$ cat config.mk
export PLATFORM = sky130hd
export DESIGN_NAME = cpu_sequencer_flat
export DESIGN_NICKNAME = d
export VERILOG_FILES = /design/src/rtl/cpu_sequencer_pkg.sv /design/src/rtl/cpu_sequencer_if.sv /design/src/rtl/cpu_sequencer_decode.sv /design/src/rtl/cpu_sequencer.sv /design/src/flat_wrapper.sv
export SDC_FILE = /design/constraint.sdc
export NUM_CORES = 1
export LEC_CHECK = 0
export ABC_AREA = 1
export CELL_PAD_IN_SITES_DETAIL_PLACEMENT = 1
export CELL_PAD_IN_SITES_GLOBAL_PLACEMENT = 2
export CORE_MARGIN = 2
export CORE_UTILIZATION = 23
export CTS_CLUSTER_SIZE = 8
export DETAILED_ROUTE_END_ITERATION = 6
export PLACE_DENSITY_LB_ADDON = 0.1
export SLEW_MARGIN = 5
export SYNTH_ARGS = -nofsm -noshare
export SYNTH_HDL_FRONTEND = slang
export SYNTH_SLANG_ARGS = --single-unit
$ cat constraint.sdc
create_clock -name clk_cpu -period 2.55 [get_ports clk_cpu]
set_input_delay 0.51 -clock clk_cpu [delete_from_list [all_inputs] [get_ports clk_cpu]]
set_output_delay 0.51 -clock clk_cpu [all_outputs]
set_load 0.01 [all_outputs]
$ cat src/rtl/cpu_sequencer_pkg.sv
// Shared constants for the 4-bit CPU sequencer: widths, opcodes,
// datapath source selects and the fetch/execute state encoding.
package cpu_sequencer_pkg;

  localparam int ADDR_W_DEF = 4;
  localparam int DAT_W_DEF  = 4;
  localparam int OP_W_DEF   = 4;

  // Opcodes (upper nibble of the instruction byte)
  localparam logic [3:0] OP_ADD_A  = 4'b0000;
  localparam logic [3:0] OP_MOV_AB = 4'b0001;
  localparam logic [3:0] OP_IN_A   = 4'b0010;
  localparam logic [3:0] OP_MOV_A  = 4'b0011;
  localparam logic [3:0] OP_MOV_BA = 4'b0100;
  localparam logic [3:0] OP_ADD_B  = 4'b0101;
  localparam logic [3:0] OP_IN_B   = 4'b0110;
  localparam logic [3:0] OP_MOV_B  = 4'b0111;
  localparam logic [3:0] OP_OUT_B  = 4'b1001;
  localparam logic [3:0] OP_OUT_IM = 4'b1011;
  localparam logic [3:0] OP_JNC    = 4'b1110;
  localparam logic [3:0] OP_JMP    = 4'b1111;

  // Datapath source selects
  localparam logic [1:0] SEL_A    = 2'b00;
  localparam logic [1:0] SEL_B    = 2'b01;
  localparam logic [1:0] SEL_IN   = 2'b10;
  localparam logic [1:0] SEL_ZERO = 2'b11;

  typedef enum logic [0:0] {
    ST_FETCH = 1'b0,
    ST_EXEC  = 1'b1
  } state_t;

endpackage

$ cat src/rtl/cpu_sequencer_if.sv
// Bus between the sequencer and its ROM / register-file / ALU neighbours.
interface cpu_sequencer_if #(
  parameter int ADDR_W = 4,
  parameter int DAT_W  = 4,
  parameter int OP_W   = 4
);
  logic [ADDR_W-1:0]      rom_addr;
  logic [OP_W+DAT_W-1:0]  rom_dat;
  logic                   alu_carry;
  logic [1:0]             sel;
  logic [DAT_W-1:0]       imm;
  logic                   load_a;
  logic                   load_b;
  logic                   load_out;
  logic                   carry;
  logic                   exec;

  modport master (
    output rom_addr, sel, imm, load_a, load_b, load_out, carry, exec,
    input  rom_dat, alu_carry
  );

  modport slave (
    input  rom_addr, sel, imm, load_a, load_b, load_out, carry, exec,
    output rom_dat, alu_carry
  );
endinterface

$ cat src/rtl/cpu_sequencer_decode.sv
// Combinational instruction decoder: turns the registered opcode and
// phase into source select, load strobes and PC/carry control.
module cpu_decode
  import cpu_sequencer_pkg::*;
#(
  parameter int OP_W = 4
) (
  input  logic [OP_W-1:0] opcode,
  input  logic            exec,
  input  logic            carry,
  output logic [1:0]      sel,
  output logic            load_a,
  output logic            load_b,
  output logic            load_out,
  output logic            imm_zero,
  output logic            jump_taken,
  output logic            is_add
);

  // Opcode table; outside EXEC everything idles with the zero source selected
  always_comb begin
    sel        = SEL_ZERO;
    load_a     = 1'b0;
    load_b     = 1'b0;
    load_out   = 1'b0;
    imm_zero   = 1'b0;
    jump_taken = 1'b0;
    is_add     = 1'b0;
    if (exec) begin
      case (opcode)
        OP_ADD_A:  begin sel = SEL_A;    load_a   = 1'b1; is_add   = 1'b1; end
        OP_ADD_B:  begin sel = SEL_B;    load_b   = 1'b1; is_add   = 1'b1; end
        OP_MOV_A:  begin sel = SEL_ZERO; load_a   = 1'b1; end
        OP_MOV_B:  begin sel = SEL_ZERO; load_b   = 1'b1; end
        OP_MOV_AB: begin sel = SEL_B;    load_a   = 1'b1; imm_zero = 1'b1; end
        OP_MOV_BA: begin sel = SEL_A;    load_b   = 1'b1; imm_zero = 1'b1; end
        OP_IN_A:   begin sel = SEL_IN;   load_a   = 1'b1; imm_zero = 1'b1; end
        OP_IN_B:   begin sel = SEL_IN;   load_b   = 1'b1; imm_zero = 1'b1; end
        OP_OUT_B:  begin sel = SEL_B;    load_out = 1'b1; imm_zero = 1'b1; end
        OP_OUT_IM: begin sel = SEL_ZERO; load_out = 1'b1; end
        OP_JMP:    begin jump_taken = 1'b1; end
        // JNC looks at the carry held from the previous instruction
        OP_JNC:    begin jump_taken = ~carry; end
        default:   begin sel = SEL_ZERO; end
      endcase
    end else begin
      sel = SEL_ZERO;
    end
  end

endmodule

$ cat src/rtl/cpu_sequencer.sv
// Fetch/execute sequencer for the 4-bit CPU: owns PC, IR and carry,
// and drives the register-file write strobes from the registered IR.
module cpu_sequencer
  import cpu_sequencer_pkg::*;
#(
  parameter int ADDR_W = ADDR_W_DEF,
  parameter int DAT_W  = DAT_W_DEF,
  parameter int OP_W   = OP_W_DEF
) (
  input  logic             clk_cpu,
  input  logic             reset,
  cpu_sequencer_if.master  bus
);

  state_t                 state;
  logic [ADDR_W-1:0]      pc;
  logic [OP_W+DAT_W-1:0]  ir;
  logic                   carry_q;

  logic [OP_W-1:0]        opcode;
  logic [DAT_W-1:0]       imm_field;
  logic                   exec_state;
  logic [1:0]             dec_sel;
  logic                   dec_load_a;
  logic                   dec_load_b;
  logic                   dec_load_out;
  logic                   dec_imm_zero;
  logic                   dec_jump;
  logic                   dec_is_add;

  assign opcode     = ir[DAT_W+OP_W-1:DAT_W];
  assign imm_field  = ir[DAT_W-1:0];
  assign exec_state = (state == ST_EXEC);

  cpu_decode #(.OP_W(OP_W)) u_decode (
    .opcode     (opcode),
    .exec       (exec_state),
    .carry      (carry_q),
    .sel        (dec_sel),
    .load_a     (dec_load_a),
    .load_b     (dec_load_b),
    .load_out   (dec_load_out),
    .imm_zero   (dec_imm_zero),
    .jump_taken (dec_jump),
    .is_add     (dec_is_add)
  );

  // Two-phase FSM: FETCH latches the instruction, EXEC retires it (PC, carry)
  always_ff @(posedge clk_cpu) begin
    if (reset) begin
      state   <= ST_FETCH;
      pc      <= '0;
      ir      <= '0;
      carry_q <= 1'b0;
    end else begin
      case (state)
        ST_FETCH: begin
          ir    <= bus.rom_dat;
          state <= ST_EXEC;
        end
        ST_EXEC: begin
          if (dec_jump) begin
            pc <= ADDR_W'(imm_field);
          end else begin
            pc <= pc + {{(ADDR_W-1){1'b0}}, 1'b1};
          end
          carry_q <= dec_is_add ? bus.alu_carry : 1'b0;
          state   <= ST_FETCH;
        end
        default: begin
          state <= ST_FETCH;
        end
      endcase
    end
  end

  // Outputs come straight from registers through the decoder; reset kills
  // strobes and exec in the same cycle so no register write can slip through.
  assign bus.rom_addr = pc;
  assign bus.sel      = dec_sel;
  assign bus.imm      = dec_imm_zero ? '0 : imm_field;
  assign bus.load_a   = dec_load_a   & ~reset;
  assign bus.load_b   = dec_load_b   & ~reset;
  assign bus.load_out = dec_load_out & ~reset;
  assign bus.exec     = exec_state   & ~reset;
  assign bus.carry    = carry_q;

endmodule

$ cat src/flat_wrapper.sv
// flat-port wrapper written by rule: the top's interface ports become plain ports
module cpu_sequencer_flat import cpu_sequencer_pkg::*;
#(
  parameter int ADDR_W = ADDR_W_DEF,
  parameter int DAT_W  = DAT_W_DEF,
  parameter int OP_W   = OP_W_DEF
)
  (clk_cpu, reset, bus_rom_addr, bus_sel, bus_imm, bus_load_a, bus_load_b, bus_load_out, bus_carry, bus_exec, bus_rom_dat, bus_alu_carry);
  cpu_sequencer_if #(.ADDR_W(ADDR_W), .DAT_W(DAT_W), .OP_W(OP_W)) bus_i ();
  input  logic clk_cpu;
  input  logic reset;
  output wire logic [$bits(bus_i.rom_addr)-1:0] bus_rom_addr;
  output wire logic [$bits(bus_i.sel)-1:0] bus_sel;
  output wire logic [$bits(bus_i.imm)-1:0] bus_imm;
  output wire logic [$bits(bus_i.load_a)-1:0] bus_load_a;
  output wire logic [$bits(bus_i.load_b)-1:0] bus_load_b;
  output wire logic [$bits(bus_i.load_out)-1:0] bus_load_out;
  output wire logic [$bits(bus_i.carry)-1:0] bus_carry;
  output wire logic [$bits(bus_i.exec)-1:0] bus_exec;
  input wire logic [$bits(bus_i.rom_dat)-1:0] bus_rom_dat;
  input wire logic [$bits(bus_i.alu_carry)-1:0] bus_alu_carry;
  assign bus_rom_addr = bus_i.rom_addr;
  assign bus_sel = bus_i.sel;
  assign bus_imm = bus_i.imm;
  assign bus_load_a = bus_i.load_a;
  assign bus_load_b = bus_i.load_b;
  assign bus_load_out = bus_i.load_out;
  assign bus_carry = bus_i.carry;
  assign bus_exec = bus_i.exec;
  assign bus_i.rom_dat = bus_rom_dat;
  assign bus_i.alu_carry = bus_alu_carry;
  cpu_sequencer #(.ADDR_W(ADDR_W), .DAT_W(DAT_W), .OP_W(OP_W)) u_core (.clk_cpu(clk_cpu), .reset(reset), .bus(bus_i));
endmodule
==> results.cfg <==
[outcome]
status = completed

[timing]
setup_viol = 0
period_minus_slack_ns = 2.42
skew_ns = 0.00622
relSlewSlack = 0.834
tightest_slew_ns = 0.249
holdWs_ns = 0.475
slew_violations = 0
period_share = 0.949
hold_violations = 0
rsz0062_at_grt = false
fin_setup_tns_ns = 0
max_freq_mhz = 413

[worst_setup_path]
crit_buf_inv = 3
slowest_delay_ns = 0.56
cp_cell_sequence = clkdlybuf4s50_1 > nor2_4 > inv_4 > nor3_1 > clkdlybuf4s50_1
slowest_stage = clkdlybuf4s50_1
cp-startpoint = reset
worstPathMaxFanout = 9
start_kind = input port
endpoint_kind = output pin
arrival_ns = 1.91
cp.required_ns = 2.04
critical_path_class = in2out
cpLargestDelayFamily = buffers and inverters
r2r-start = u_core.ir[6]
path_common_cell = clkdlybuf4s50_1

[synth]
ys_warn_count = 0
synth-seq-area-share = 0.413
synth.net_count = 112
synth_seq_cells = 14
syn_area_um2 = 678
synth_area_per_cell_um2 = 6.78
synthCells = 100
synth.distinct_cells = 18

[die]
chipWidth_um = 58.3
rows = 19
dieArea_um2 = 3400
die_y_um = 58.3
ioPinCount = 26
initial_core_util = 0.244
core_area_um2 = 2780

[place]
gp_congestion = 0.783
dp_hpwl_um = 1440
io_buffer_count = 25

[power_and_ir_drop]
switching_share = 0.275
power_density_nw_per_um2 = 499
power.leakage_nw = 0.486
seq_power_share = 0.480
ir_drop_mv = 0.274
p_sw_mw = 0.141
p_comb_frac = 0.197
fin_total_pwr_mw = 0.515
pwr-share-clk = 0.323
p_int_mw = 0.373

[global_route]
grt_first_pass_wirelength_um = 3010
use_met2 = 0.162
antenna_found_initial = 0
grt_pass1_vias = 635
grt_use_met3 = 0.0527
grt_use_total = 0.118
grt_busiest_layer = met1
grt_max_degree = 10
grt.overflow.total = 0
globalRouteMet1Util = 0.168

[clock_tree]
cts.path.max_buffers = 2
cts_tree = yes
clkSinkCount = 14
h-tree-depth = 1
cts.clk_slew.worst_paths_ns = 0.09
cts_hold_buf = 0
cts-root-buf = clkbuf_4
clock_latency_ns = 0.29
cts_inserted_buffers = 3

[detailed_routing]
drc = 0
first_iter_violations = 8
detail-route-antenna-nets = 0
drt_pass1_iterations = 4
vias = 723
routed_wl_um = 1870
wl_per_cell_um = 11.5
routed_via_density = 4.44

[cells_and_area]
syn_to_final_growth_pct = 52.0
fillers = 346
final_util = 0.371
final_cell_mix = nand2_1 (36), clkdlybuf4s50_1 (24), dfxtp_1 (14)
layout.nets = 145
final_common_cell = nand2_1
drive_gt1_frac = 0.106
diodes = 0

[worst_hold_path]
holdCritStartpoint = u_core.bus.carry
hp-class = reg2reg

[run]
cap_violations = 0
cell families (layout without fill, tap and decap cells):
family	after synthesis	in the layout	share of synthesized area
compound gates	8	8	0.0664
xor+xnor	1	1	0.0129
buf+inv	15	47	0.0885
simple gates	61	61	0.400
flops	14	14	0.413
fa+ha+maj	1	1	0.0184
registers in the layout (all words and copies together), names as in the netlist:
register and flops:
u_core.ir 8, u_core.bus.rom_addr 4, u_core.bus.carry 1, u_core.exec_state 1
worst paths after layout:
kind	endpoint	slack, ns	cells past startpoint
min	u_core.bus.carry	0.47	2
min reg2reg	u_core.bus.carry	0.47	2
max	bus_load_a	0.13	5
max reg2reg	u_core.bus.rom_addr[3]	1.41	7
cell usage after synthesis:
cell      instances  area (µm²)
a21oi_1           1        5.00
buf_2             1        5.00
dfxtp_1          14         280
ha_1              1        12.5
inv_1            12        45.0
inv_2             1        3.75
inv_4             1        6.26
nand2_1          36         135
nand2_2           2        12.5
nand3_1           9        45.0
nand4_1           2        12.5
nor2_1            6        22.5
nor2_4            2        22.5
nor3_1            3        15.0
nor4_1            1        6.26
o211ai_1          2        15.0
o21ai_0           5        25.0
xor2_1            1        8.76
tightest hold or removal path, stage by stage, from the launching register on:
cell     delay [ns]
dfxtp_1        0.33
nand2_1        0.06
nand2_1        0.04
metal layers:
layer  vias to the layer above  part of all wire
met1                       323              0.51
li1                        381                 -
met3                         2             0.062
met5                         -                 0
met4                         0            0.0091
met2                        17              0.42
power groups by stage:
stage | logic, mW | registers, mW | clock network, mW
finish | 0.101 | 0.247 | 0.166
global route | 0.113 | 0.250 | 0.183
CTS | 0.102 | 0.247 | 0.174
detailed placement | 0.101 | 0.252 | 0
global placement | 0.100 | 0.252 | 0
floorplan | 0.0449 | 0.250 | 0
per-stage QoR:
step                cell area (µm²)  setup WS, ns  cells
detailed placement              985        0.0559    158
global placement                985        0.0736    158
floorplan                       678         0.878    100
CTS                            1020        0.0464    162
global route                   1030        0.0158    163
finish                         1030         0.130    163
timing repair:
item	CTS	global route
endpoints found under the hold margin	0	0
endpoints found under the setup margin	0	3
resized for setup	0	1
setup buffers	0	1
final cells by class:
cell class / instances / area (µm²) / area share
Clock buffer: 4 / 36.3 / 0.0352
Multi-Input combinational cell: 71 / 338 / 0.328
Inverter: 14 / 55.1 / 0.0534
Sequential cell: 14 / 280 / 0.272
Tap cell: 31 / 38.8 / 0.0376
Timing Repair Buffer: 29 / 283 / 0.274
(Power assumes the default switching activity.)
